<file path="src/rtl/alu_muldiv_pkg.sv">
// Shared definitions for the iterative multiply/divide unit: operation codes
// and FSM state encoding.
package alu_muldiv_pkg;

    localparam logic [2:0] MD_MULT = 3'd1;
    localparam logic [2:0] MD_DIV  = 3'd2;
    localparam logic [2:0] MD_MTHI = 3'd3;
    localparam logic [2:0] MD_MTLO = 3'd4;

    typedef enum logic [1:0] {
        ST_IDLE = 2'd0,
        ST_MUL  = 2'd1,
        ST_DIV  = 2'd2,
        ST_FIX  = 2'd3
    } md_state_t;

endpackage

</file>
<file path="src/rtl/alu_muldiv_adder.sv">
// Generic ripple adder with carry in/out, shared by the shift-add multiply
// and restoring-divide steps.
module alu_muldiv_adder #(
    parameter int W = 33
) (
    input  logic [W-1:0] x,
    input  logic [W-1:0] y,
    input  logic         cin,
    output logic [W-1:0] sum,
    output logic         cout
);

    assign {cout, sum} = {1'b0, x} + {1'b0, y} + {{W{1'b0}}, cin};

endmodule

</file>
<file path="src/rtl/alu_muldiv.sv">
// Iterative MULT/MULTU/DIV/DIVU unit owning HI/LO: one step per cycle on
// operand magnitudes, followed by a single sign-correction cycle.
module alu_muldiv
    import alu_muldiv_pkg::*;
#(
    parameter  int N  = 32,
    localparam int CW = $clog2(N + 1)
) (
    input  logic         clk,
    input  logic         rst,
    input  logic         start,
    input  logic [2:0]   oper,
    input  logic         sign,
    input  logic [N-1:0] a,
    input  logic [N-1:0] b,
    input  logic         abort,
    output logic         busy,
    output logic         done,
    output logic         div_zero,
    output logic [N-1:0] hi,
    output logic [N-1:0] lo
);

    function automatic logic [N-1:0] neg_n(input logic [N-1:0] v);
        return ~v + N'(1);
    endfunction

    function automatic logic [2*N-1:0] neg_2n(input logic [2*N-1:0] v);
        return ~v + (2*N)'(1);
    endfunction

    md_state_t     state;
    md_state_t     next_state;
    logic [CW-1:0] cnt;
    logic [N-1:0]  mag_a;
    logic [N-1:0]  mag_b;
    logic          neg_res;
    logic          neg_rem;
    logic          op_div;
    logic          b_zero;
    // mul: {partial product, remaining multiplier bits}
    // div: {partial remainder, dividend bits shifting into quotient}
    logic [2*N-1:0] acc;

    logic [N:0]     add_x;
    logic [N:0]     add_y;
    logic           add_cin;
    logic [N:0]     add_sum;
    logic           add_cout;
    logic [2*N-1:0] mul_next;
    logic [2*N-1:0] div_next;
    logic [2*N-1:0] prod_fix;
    logic [N-1:0]   quot_fix;
    logic [N-1:0]   rem_fix;

    assign busy = (state != ST_IDLE);

    always_ff @(posedge clk) begin
        if (rst) begin
            state <= ST_IDLE;
        end else begin
            state <= next_state;
        end
    end

    always_comb begin
        next_state = state;
        if (abort) begin
            next_state = ST_IDLE;
        end else begin
            case (state)
                ST_IDLE: begin
                    if (start && oper == MD_MULT) begin
                        next_state = ST_MUL;
                    end else if (start && oper == MD_DIV) begin
                        next_state = ST_DIV;
                    end
                end
                ST_MUL, ST_DIV: begin
                    if (cnt == CW'(N - 1)) begin
                        next_state = ST_FIX;
                    end
                end
                default: next_state = ST_IDLE;
            endcase
        end
    end

    // Divide: trial subtract of the divisor from the remainder shifted left by
    // one dividend bit; carry-out set means no borrow, so the step succeeds.
    always_comb begin
        if (state == ST_DIV) begin
            add_x   = {acc[2*N-1:N], acc[N-1]};
            add_y   = ~{1'b0, mag_b};
            add_cin = 1'b1;
        end else begin
            add_x   = {1'b0, acc[2*N-1:N]};
            add_y   = {1'b0, mag_a};
            add_cin = 1'b0;
        end
    end

    alu_muldiv_adder #(
        .W(N + 1)
    ) u_adder (
        .x   (add_x),
        .y   (add_y),
        .cin (add_cin),
        .sum (add_sum),
        .cout(add_cout)
    );

    always_comb begin
        mul_next = acc[0] ? {add_sum, acc[N-1:1]} : {1'b0, acc[2*N-1:1]};
        div_next = add_cout ? {add_sum[N-1:0], acc[N-2:0], 1'b1}
                            : {acc[2*N-2:N], acc[N-1], acc[N-2:0], 1'b0};
        prod_fix = neg_res ? neg_2n(acc) : acc;
        quot_fix = neg_res ? neg_n(acc[N-1:0]) : acc[N-1:0];
        rem_fix  = neg_rem ? neg_n(acc[2*N-1:N]) : acc[2*N-1:N];
    end

    // The most negative operand's magnitude 2^(N-1) fits unsigned in N bits,
    // so no extra extension bit is needed for the magnitudes.
    always_ff @(posedge clk) begin
        if (rst) begin
            cnt      <= '0;
            acc      <= '0;
            mag_a    <= '0;
            mag_b    <= '0;
            neg_res  <= 1'b0;
            neg_rem  <= 1'b0;
            op_div   <= 1'b0;
            b_zero   <= 1'b0;
            hi       <= '0;
            lo       <= '0;
            done     <= 1'b0;
            div_zero <= 1'b0;
        end else begin
            done     <= 1'b0;
            div_zero <= 1'b0;
            if (!abort) begin
                case (state)
                    ST_IDLE: begin
                        if (start && oper == MD_MTHI) begin
                            hi   <= a;
                            done <= 1'b1;
                        end else if (start && oper == MD_MTLO) begin
                            lo   <= a;
                            done <= 1'b1;
                        end else if (start && (oper == MD_MULT || oper == MD_DIV)) begin
                            mag_a   <= (sign && a[N-1]) ? neg_n(a) : a;
                            mag_b   <= (sign && b[N-1]) ? neg_n(b) : b;
                            neg_res <= sign && (a[N-1] ^ b[N-1]);
                            neg_rem <= sign && a[N-1];
                            op_div  <= (oper == MD_DIV);
                            b_zero  <= (b == '0);
                            cnt     <= '0;
                            if (oper == MD_DIV) begin
                                acc <= {{N{1'b0}}, (sign && a[N-1]) ? neg_n(a) : a};
                            end else begin
                                acc <= {{N{1'b0}}, (sign && b[N-1]) ? neg_n(b) : b};
                            end
                        end
                    end
                    ST_MUL: begin
                        acc <= mul_next;
                        cnt <= cnt + CW'(1);
                    end
                    ST_DIV: begin
                        acc <= div_next;
                        cnt <= cnt + CW'(1);
                    end
                    default: begin
                        if (op_div) begin
                            hi <= rem_fix;
                            lo <= quot_fix;
                        end else begin
                            hi <= prod_fix[2*N-1:N];
                            lo <= prod_fix[N-1:0];
                        end
                        done     <= 1'b1;
                        div_zero <= op_div && b_zero;
                    end
                endcase
            end
        end
    end

endmodule

</file>
<file path="config.mk">
export PLATFORM = sky130hd
export DESIGN_NAME = alu_muldiv
export DESIGN_NICKNAME = d
export VERILOG_FILES = /design/src/rtl/alu_muldiv_pkg.sv /design/src/rtl/alu_muldiv_adder.sv /design/src/rtl/alu_muldiv.sv
export SDC_FILE = /design/constraint.sdc
export NUM_CORES = 1
export LEC_CHECK = 0
export BUFFER_PORTS_ARGS = -buffer_cell sky130_fd_sc_hd__buf_2
export CORE_MARGIN = 2
export CORE_UTILIZATION = 45
export CTS_BUF_LIST = sky130_fd_sc_hd__clkbuf_2 sky130_fd_sc_hd__clkbuf_4 sky130_fd_sc_hd__clkbuf_8
export DETAILED_ROUTE_END_ITERATION = 8
export GPL_TIMING_DRIVEN = 1
export PLACE_DENSITY = 0.7
export SYNTH_ARGS = -nofsm -noshare
export SYNTH_HDL_FRONTEND = slang
export SYNTH_SLANG_ARGS = --single-unit
</file>
<file path="constraint.sdc">
create_clock -name clk -period 9.7 [get_ports clk]
set_input_delay 0.97 -clock clk [delete_from_list [all_inputs] [get_ports clk]]
set_output_delay 0.97 -clock clk [all_outputs]
set_load 0.01 [all_outputs]
</file>
==> out/qor.txt, run 1 <==
========================================================================================================
Status                                                                                      finished, final reports clean
Arrival time at the worst endpoint                                                               6.28 ns
Mean cell area of the mapped netlist                                                          7.47 sq um
Async S/R FF share, synth                                                                             0%
Highest routing layer actually used                                                                 met4
Minimum setup slack in the final design                                                          3.84 ns
Final antenna-violating net count                                                                      0
Worst skew pair latency                                                                          0.57 ns
Post-Synthesis Net Count                                                                            2121
Area grow syn2layout                                                                               10.9%
CTS tree                                                                                            done
Top post-synthesis cells by area                                                            sky130_fd_sc_hd__dfxtp_1 (28%), sky130_fd_sc_hd__nand2_1 (6.7%), sky130_fd_sc_hd__a21oi_1 (5.4%), sky130_fd_sc_hd__nor2_1 (4.8%), sky130_fd_sc_hd__xnor2_1 (4.6%)
Unrepaired setup endpoints after global routing                                                    false
Worst Path Class, Setup                                                                     flop to flop
Wire length on met1                                                                              24.2 mm
Area share of the leading cell type in the synthesized netlist                                     27.5%
Most frequent cells after synthesis                                                         sky130_fd_sc_hd__nand2_1 (267), sky130_fd_sc_hd__dfxtp_1 (206), sky130_fd_sc_hd__nor2_1 (190)
DR DRC count                                                                                           0
Total half-perimeter wirelength after legalization and detailed placement                        41.8 mm
Final worst path period share                                                                      60.4%
Total routing resource utilization after global routing                                            30.8%
CTS Sinks                                                                                            206
Most repeated cell in the gate-level netlist after synthesis                                sky130_fd_sc_hd__nand2_1
Fraction of the mapped netlist area in adder cells                                                 3.69%
FF+latch count, synth                                                                                206
Share of synthesized area occupied by flip-flops and latches                                       27.5%
WL per Instance                                                                             22.2 microns
Via count of the first global-routing pass                                                         14.5k
Fraction of the mapped netlist area in compound gates                                              28.3%
Worst hold margin                                                                               0.446 ns
Cell count after synthesis                                                                          2006
Starting density of the core                                                                       45.8%
Die Y-Extent                                                                                 186 microns
Final-report hold violation count                                                                      0
Overflow after GRT                                                                                     0
Post-CTS clock slew at the launch and capture registers of the worst setup and hold paths        0.06 ns
Boundary pin count                                                                                   139
Area of the core region                                                                      32700 sq um
Antenna violations before repair                                                                       2
Detailed-routed wire length on met3                                                              5.50 mm
Critical-path maximum fanout                                                                          38
Number of hold-repair buffers added at the cts stage                                                   0
Total of buffers placed on input and output ports                                                    138
Highest clock frequency the design can meet                                                      171 MHz
Die boundary width                                                                           186 microns
Clock Root Buffer                                                                           sky130_fd_sc_hd__clkbuf_8
Die area                                                                                     34800 sq um
Met2 Wirelength                                                                                  23.8 mm
Post-synth design cell area                                                                  15000 sq um
Leading area contributor after synthesis                                                    sky130_fd_sc_hd__dfxtp_1
Startpoint Class                                                                                    flop
Final number of setup-violating endpoints                                                              0
Power density over the cells                                                                 131 nW/um^2
Endpoint kind of the worst setup timing path                                                        flop
P_leak                                                                                           6.26 nW
Number of optimization iterations in the first detailed-route pass                                     6
Number of buffers created by CTS                                                                      38
Register-to-Register Path Depth                                                                       14
Actual slew at the worst max-slew pin                                                            1.10 ns
Global placer's final weighted congestion                                                          0.931
Number of core rows                                                                                   66
Dominant combinational cell family by area after synthesis                                  compound AO/OA/AOI/OAI gates
Wire length after detailed routing                                                               55.6 mm
Vias after detailed routing                                                                        15.8k
Total number of nets in the final design                                                            2153
Synth unique cells                                                                                    72
Post-layout minimum cycle time                                                                   5.86 ns
Fill cell instance count of the final layout                                                        3229
Post-cts sizing count                                                                                  0
Accumulated negative setup slack                                                                    0 ns
Worst Path Required                                                                             10.13 ns
Maximum number of pins on one net before global-route repair                                         103
Post-CTS Setup Bufs                                                                                    0
First-pass GRT wire length                                                                       85.0 mm
Finished Core Util                                                                                 50.8%
Max Clock Skew                                                                                 0.0298 ns
Worst-case clock buffer depth                                                                          3
Post-Synth Simple-Gate Area                                                                        20.2%
Mux share of post-synthesis cell area                                                              6.11%
Post-Place Setup Slack                                                                           4.05 ns
Worst Hold Path Cells                                                                                  2
Yosys Warn Count                                                                                       0
Peak VDD IR                                                                                  0.0000711 V
Most used flip-flop cell after synthesis                                                    sky130_fd_sc_hd__dfxtp_1
Total chip power                                                                                 2.18 mW
Maximum Capacitance Violations                                                                         0
H-tree depth                                                                                           2
Number of enable-type register cells in the synthesized netlist                                        0
Worst hold-check path type                                                                  flop to flop
Fraction of final layout cells sized beyond drive strength 1                                       13.7%
Slew HR                                                                                            26.8%
Final slew viol count                                                                                  0
Post-synthesis share of cell area spent on xor and xnor gates                                      8.53%
Drt initial violations                                                                              1718
Mean number of vias per cell                                                                        6.30
========================================================================================================
final timing paths:
path	from	endpoint	slack (ns)
worst max-delay path	state[0]$_SDFFE_PP0P_	acc[52]$_SDFFE_PP0P_	3.84
worst min-delay path	hi[0]$_SDFFE_PP0P_	hi[0]$_SDFFE_PP0P_	0.45
worst min register to register	hi[0]$_SDFFE_PP0P_	hi[0]$_SDFFE_PP0P_	0.45
worst max register to register	state[0]$_SDFFE_PP0P_	acc[52]$_SDFFE_PP0P_	3.84
logic make-up after synthesis:
logic type / Yosys count
simple gates: 673
compound gates: 635
buf+inv: 215
flops: 206
xor+xnor: 146
mux: 88
fa+ha+maj: 43
cells in the final DEF, fill, tap and decap left out, types with 13 or more instances in the layout:
master                     Yosys  routed
sky130_fd_sc_hd__ha_1         41      39
sky130_fd_sc_hd__mux2i_1      60      60
sky130_fd_sc_hd__a31oi_1      19      19
sky130_fd_sc_hd__nand2b_1     25      25
sky130_fd_sc_hd__xor2_1       68      68
sky130_fd_sc_hd__o221ai_1     16      16
sky130_fd_sc_hd__mux2_2       28      28
sky130_fd_sc_hd__o41ai_1      13      13
sky130_fd_sc_hd__o31ai_1      23      23
sky130_fd_sc_hd__dfxtp_1     206     205
sky130_fd_sc_hd__o211ai_1     61      61
sky130_fd_sc_hd__buf_4         0      26
sky130_fd_sc_hd__o21ai_0     114     114
sky130_fd_sc_hd__inv_1        43      43
sky130_fd_sc_hd__or4_1        15      15
sky130_fd_sc_hd__a21oi_1     163     162
sky130_fd_sc_hd__a21o_1       14      14
sky130_fd_sc_hd__xnor2_1      78      78
sky130_fd_sc_hd__nand3_1      29      29
sky130_fd_sc_hd__a221o_1      24      24
sky130_fd_sc_hd__nor4_1       15      14
sky130_fd_sc_hd__nand2_1     267     267
sky130_fd_sc_hd__nor3_1       59      58
sky130_fd_sc_hd__buf_2         4     137
sky130_fd_sc_hd__clkbuf_8      1      47
sky130_fd_sc_hd__a211oi_1     82      80
sky130_fd_sc_hd__nor2_1      190     189
final cells by class:
class	count	area [sq um]	share of cell area, %
tap	442	553	3.33
inverter	44	165	0.994
multi-input combinational	1585	10100	60.7
timing repair buffer	163	881	5.30
sequential	206	4130	24.8
clock buffer	59	737	4.43
clock inverter	9	66.3	0.399
antenna	2	5.00	0.0301
layer usage:
metal | up-vias | global-route usage [%]
met5 | - | 0
met4 | 0 | 12.5
met3 | 118 | 5.36
met2 | 900 | 46.2
met1 | 7449 | 43.6
li1 | 7355 | -
power by group:
| group | total [mW] | switching, mW | internal (mW) |
|---|---|---|---|
| Sequential | 0.900 | 0.0271 | 0.873 |
| Clock | 0.897 | 0.408 | 0.489 |
| Combinational | 0.384 | 0.262 | 0.121 |
| Total | 2.18 | 0.698 | 1.48 |
worst max-delay path, cell delays in order, from the launching register on:
cell and delay [ns]:
sky130_fd_sc_hd__dfxtp_1 0.34, sky130_fd_sc_hd__inv_1 0.11, sky130_fd_sc_hd__ha_2 0.69, sky130_fd_sc_hd__buf_4 0.53
sky130_fd_sc_hd__mux2_2 0.39, sky130_fd_sc_hd__ha_1 0.37, sky130_fd_sc_hd__o21ai_0 0.16, sky130_fd_sc_hd__a2111oi_0 0.94
sky130_fd_sc_hd__nand3_1 0.29, sky130_fd_sc_hd__a21oi_1 0.24, sky130_fd_sc_hd__o21ai_0 0.26, sky130_fd_sc_hd__a21oi_4 0.21
sky130_fd_sc_hd__buf_4 0.42, sky130_fd_sc_hd__mux2_2 0.39, sky130_fd_sc_hd__a221o_1 0.32
stage by stage:
stage | area [sq um] | instances
floorplan | 15000 | 2006
global placement | 15800 | 2439
detailed placement | 15800 | 2439
CTS | 16600 | 2507
global route | 16600 | 2510
finish | 16600 | 2510
state kept, by name, indices dropped and copies added (netlist names):
| signal | flops |
|---|---|
| mag_a | 32 |
| acc | 64 |
| done | 1 |
| mag_b | 32 |
| neg_rem | 1 |
| neg_res | 1 |
| hi | 32 |
| lo | 32 |
| b_zero | 1 |
| op_div | 1 |
| div_zero | 1 |
| cnt | 6 |
| state | 2 |
(Power assumes the default switching activity.)
==> run 2: changes to the inputs <==
- clock period: 9.7 -> 5.8 ns (I/O delays scaled with it)
==> run 2 against run 1 <==
  * Flip-flop and latch count did not move
  * Register-to-register slack got worse by 3.3 ns
  * Combinational power rose by 70%
  * Sequential share of layout area fell by 0.11 points
  * Non-clock buffer count rose by 4
  * Highest routed layer unchanged
==> out/qor.txt, run 2 (synthesized netlist as in run 1, its figures left out) <==
========================================================================================================
Most common cell after layout, fill and taps aside                                          sky130_fd_sc_hd__nand2_1
Minimum setup slack in the final design                                                         0.578 ns   -3.26 ns
Crit path from                                                                              state[0]$_SDFFE_PP0P_
Fraction of final layout cells sized beyond drive strength 1                                       13.9%   +0.25 points
Global placer's final weighted congestion                                                          0.961   +3.2%
Number of hold-repair buffers added at the cts stage                                                   0   unchanged
Boundary pin count                                                                                   139   unchanged
Fill cell instance count of the final layout                                                        3254   +0.77%
Maximum number of pins on one net before global-route repair                                         103   unchanged
Peak VDD IR                                                                                   0.000136 V   +91%
Number of core rows                                                                                   66   unchanged
Post-Place Setup Slack                                                                          0.705 ns   -3.35 ns
Worst Path Class, Setup                                                                     flop to flop
Starting density of the core                                                                       45.8%   unchanged
P_leak                                                                                           6.30 nW   +0.66%
Overflow after GRT                                                                                     0   unchanged
CP max stage delay                                                                               0.60 ns   -0.34 ns
Vias after detailed routing                                                                        15.9k   +0.56%
Via count of the first global-routing pass                                                         14.2k   -1.9%
Worst hold-check path type                                                                  primary input to flop
Worst Path Required                                                                              6.18 ns   -3.95 ns
Final-report hold violation count                                                                      0   unchanged
Antenna violations before repair                                                                       1   -1
CTS Sinks                                                                                            206   unchanged
Die area                                                                                     34800 sq um   unchanged
Startpoint Class                                                                                    flop
Wire length after detailed routing                                                               55.7 mm   about the same
Die Y-Extent                                                                                 186 microns   unchanged
Number of buffers created by CTS                                                                      39   +2.6%
Die boundary width                                                                           186 microns   unchanged
Clock Root Buffer                                                                           sky130_fd_sc_hd__clkbuf_8
First-pass GRT wire length                                                                       84.1 mm   -1.1%
Actual slew at the worst max-slew pin                                                            1.10 ns   +0.00764 ns
Arrival time at the worst endpoint                                                               5.61 ns   -0.67 ns
Post-layout minimum cycle time                                                                   5.22 ns   -0.636 ns
Final worst path period share                                                                      90.0%   +30 points
Endpoint kind of the worst setup timing path                                                        flop
Worst skew pair latency                                                                          0.58 ns   about the same
Total of buffers placed on input and output ports                                                    138   unchanged
Hold Startpoint                                                                                     b[0]
Final antenna-violating net count                                                                      0   unchanged
Register-to-Register Path Depth                                                                       16   +2
Area of the core region                                                                      32700 sq um   unchanged
Post-CTS clock slew at the launch and capture registers of the worst setup and hold paths        0.06 ns   about the same
Most used cells in the layout excluding fill and tap cells                                  sky130_fd_sc_hd__nand2_1 (267), sky130_fd_sc_hd__dfxtp_1 (205), sky130_fd_sc_hd__nor2_1 (189), sky130_fd_sc_hd__a21oi_1 (162), sky130_fd_sc_hd__buf_2 (137)
Worst Hold Path Cells                                                                                  3   +1
Highest clock frequency the design can meet                                                      192 MHz   +12%
Beginning of the worst register-to-register path                                            state[0]$_SDFFE_PP0P_
Area grow syn2layout                                                                               11.4%
Max Clock Skew                                                                                 0.0489 ns   +0.0191 ns
Number of instances in the placed design                                                            2444   +0.21%
Max FFs per register                                                                                  64   unchanged
Mean number of vias per cell                                                                        6.33   +0.36%
DR DRC count                                                                                           0   unchanged
Accumulated negative setup slack                                                                    0 ns   unchanged
CP cell instances                                                                           inv_1 -> ha_2 -> clkinv_1 -> buf_4 -> nand2_1 -> o21ai_0 -> ha_1 -> nand2_1 -> a2111oi_0 -> nand3_1 -> a21oi_1 -> o21ai_0 -> a21oi_4 -> buf_4 -> mux2i_1 -> o221ai_1
Total routing resource utilization after global routing                                            30.6%   -0.14 points
Critical-path maximum fanout                                                                          24   -37%
Crit-path slowest cell                                                                      sky130_fd_sc_hd__a2111oi_0
Power density over the cells                                                                 223 nW/um^2   +70%
Drt initial violations                                                                              1829   +6.5%
Maximum Capacitance Violations                                                                         0   unchanged
Post-CTS Setup Bufs                                                                                    0   unchanged
Final slew viol count                                                                                  0   unchanged
Status                                                                                      finished, final reports clean
Total number of nets in the final design                                                            2158   +0.23%
Final number of setup-violating endpoints                                                              0   unchanged
Total half-perimeter wirelength after legalization and detailed placement                        42.5 mm   +1.8%
WL per Instance                                                                             22.1 microns   -0.16%
Unrepaired setup endpoints after global routing                                                    false
Slew HR                                                                                            26.3%   -0.51 points
Post-cts sizing count                                                                                  0   unchanged
CTS tree                                                                                            done
Largest Register                                                                                     acc
Number of optimization iterations in the first detailed-route pass                                     5   -1
H-tree depth                                                                                           2   unchanged
Worst-case clock buffer depth                                                                          3   unchanged
Post-route insts no fill                                                                            2515   +0.20%
========================================================================================================
[run 2: cell count changes in the layout (fill, tap and decap cells not counted)]
cell	change
sky130_fd_sc_hd__buf_4	+4
sky130_fd_sc_hd__clkbuf_8	-2
sky130_fd_sc_hd__clkbuf_4	+2
sky130_fd_sc_hd__clkinv_2	+1
sky130_fd_sc_hd__diode_2	-1
sky130_fd_sc_hd__bufinv_16	+2
sky130_fd_sc_hd__inv_6	-1
[run 2: report_power, final]
group          total, mW  internal [mW]  leakage (nW)  switching [mW]
logic              0.652          0.211          4.18           0.441
registers           1.51           1.46          1.67          0.0503
clock network       1.56          0.893         0.451           0.665
[run 2: layout make-up]
class | instances | area (sq um) | share of cell area (%)
well taps | 442 | 553 | 3.31
diodes | 1 | 2.50 | 0.0150
clock buffers | 59 | 724 | 4.34
inverters | 44 | 165 | 0.989
flip-flops and latches | 206 | 4130 | 24.7
clock inverters | 11 | 123 | 0.735
repair buffers | 167 | 911 | 5.46
multi-input cells | 1585 | 10100 | 60.4
[run 2: through the flow]
stage	area [sq um]	util, %	power [mW]	hold slack, ns
2_1_floorplan	15000	-	1.92	0.414
3_3_place_gp	15800	48.4	2.16	0.425
3_5_place_dp	15800	48.4	2.17	0.440
4_1_cts	16700	51.0	3.70	0.321
5_1_grt	16700	51.0	3.84	0.351
6_report	16700	51.0	3.72	0.337
[run 2: path summary, 6_finish.rpt]
kind                           end  slack, ns
max           acc[36]$_SDFFE_PP0P_       0.58
min          mag_b[0]$_SDFFE_PP0P_       0.34
max reg2reg   acc[36]$_SDFFE_PP0P_       0.58
min reg2reg    hi[18]$_SDFFE_PP0P_       0.44
[run 2: routing by layer]
metal / GRT usage [%] / up-vias / routed length, microns
met5: 0 / - / 0
met1: 43.7 / 7502 / 24400
met4: 14.2 / 0 / 2820
met3: 5.42 / 139 / 5490
li1: - / 7374 / -
met2: 44.7 / 895 / 23000
[run 2: critical path, delay by kind of cell, from the launching register on]
| kind | cells | cell delay, ns |
|---|---|---|
| AO/OA/AOI/OAI | 6 | 1.91 |
| buffers and inverters | 4 | 1.47 |
| adder cells (fa/ha/maj) | 2 | 0.62 |
| AND/OR/NAND/NOR | 3 | 0.42 |
| flip-flops | 1 | 0.34 |
| multiplexers | 1 | 0.25 |
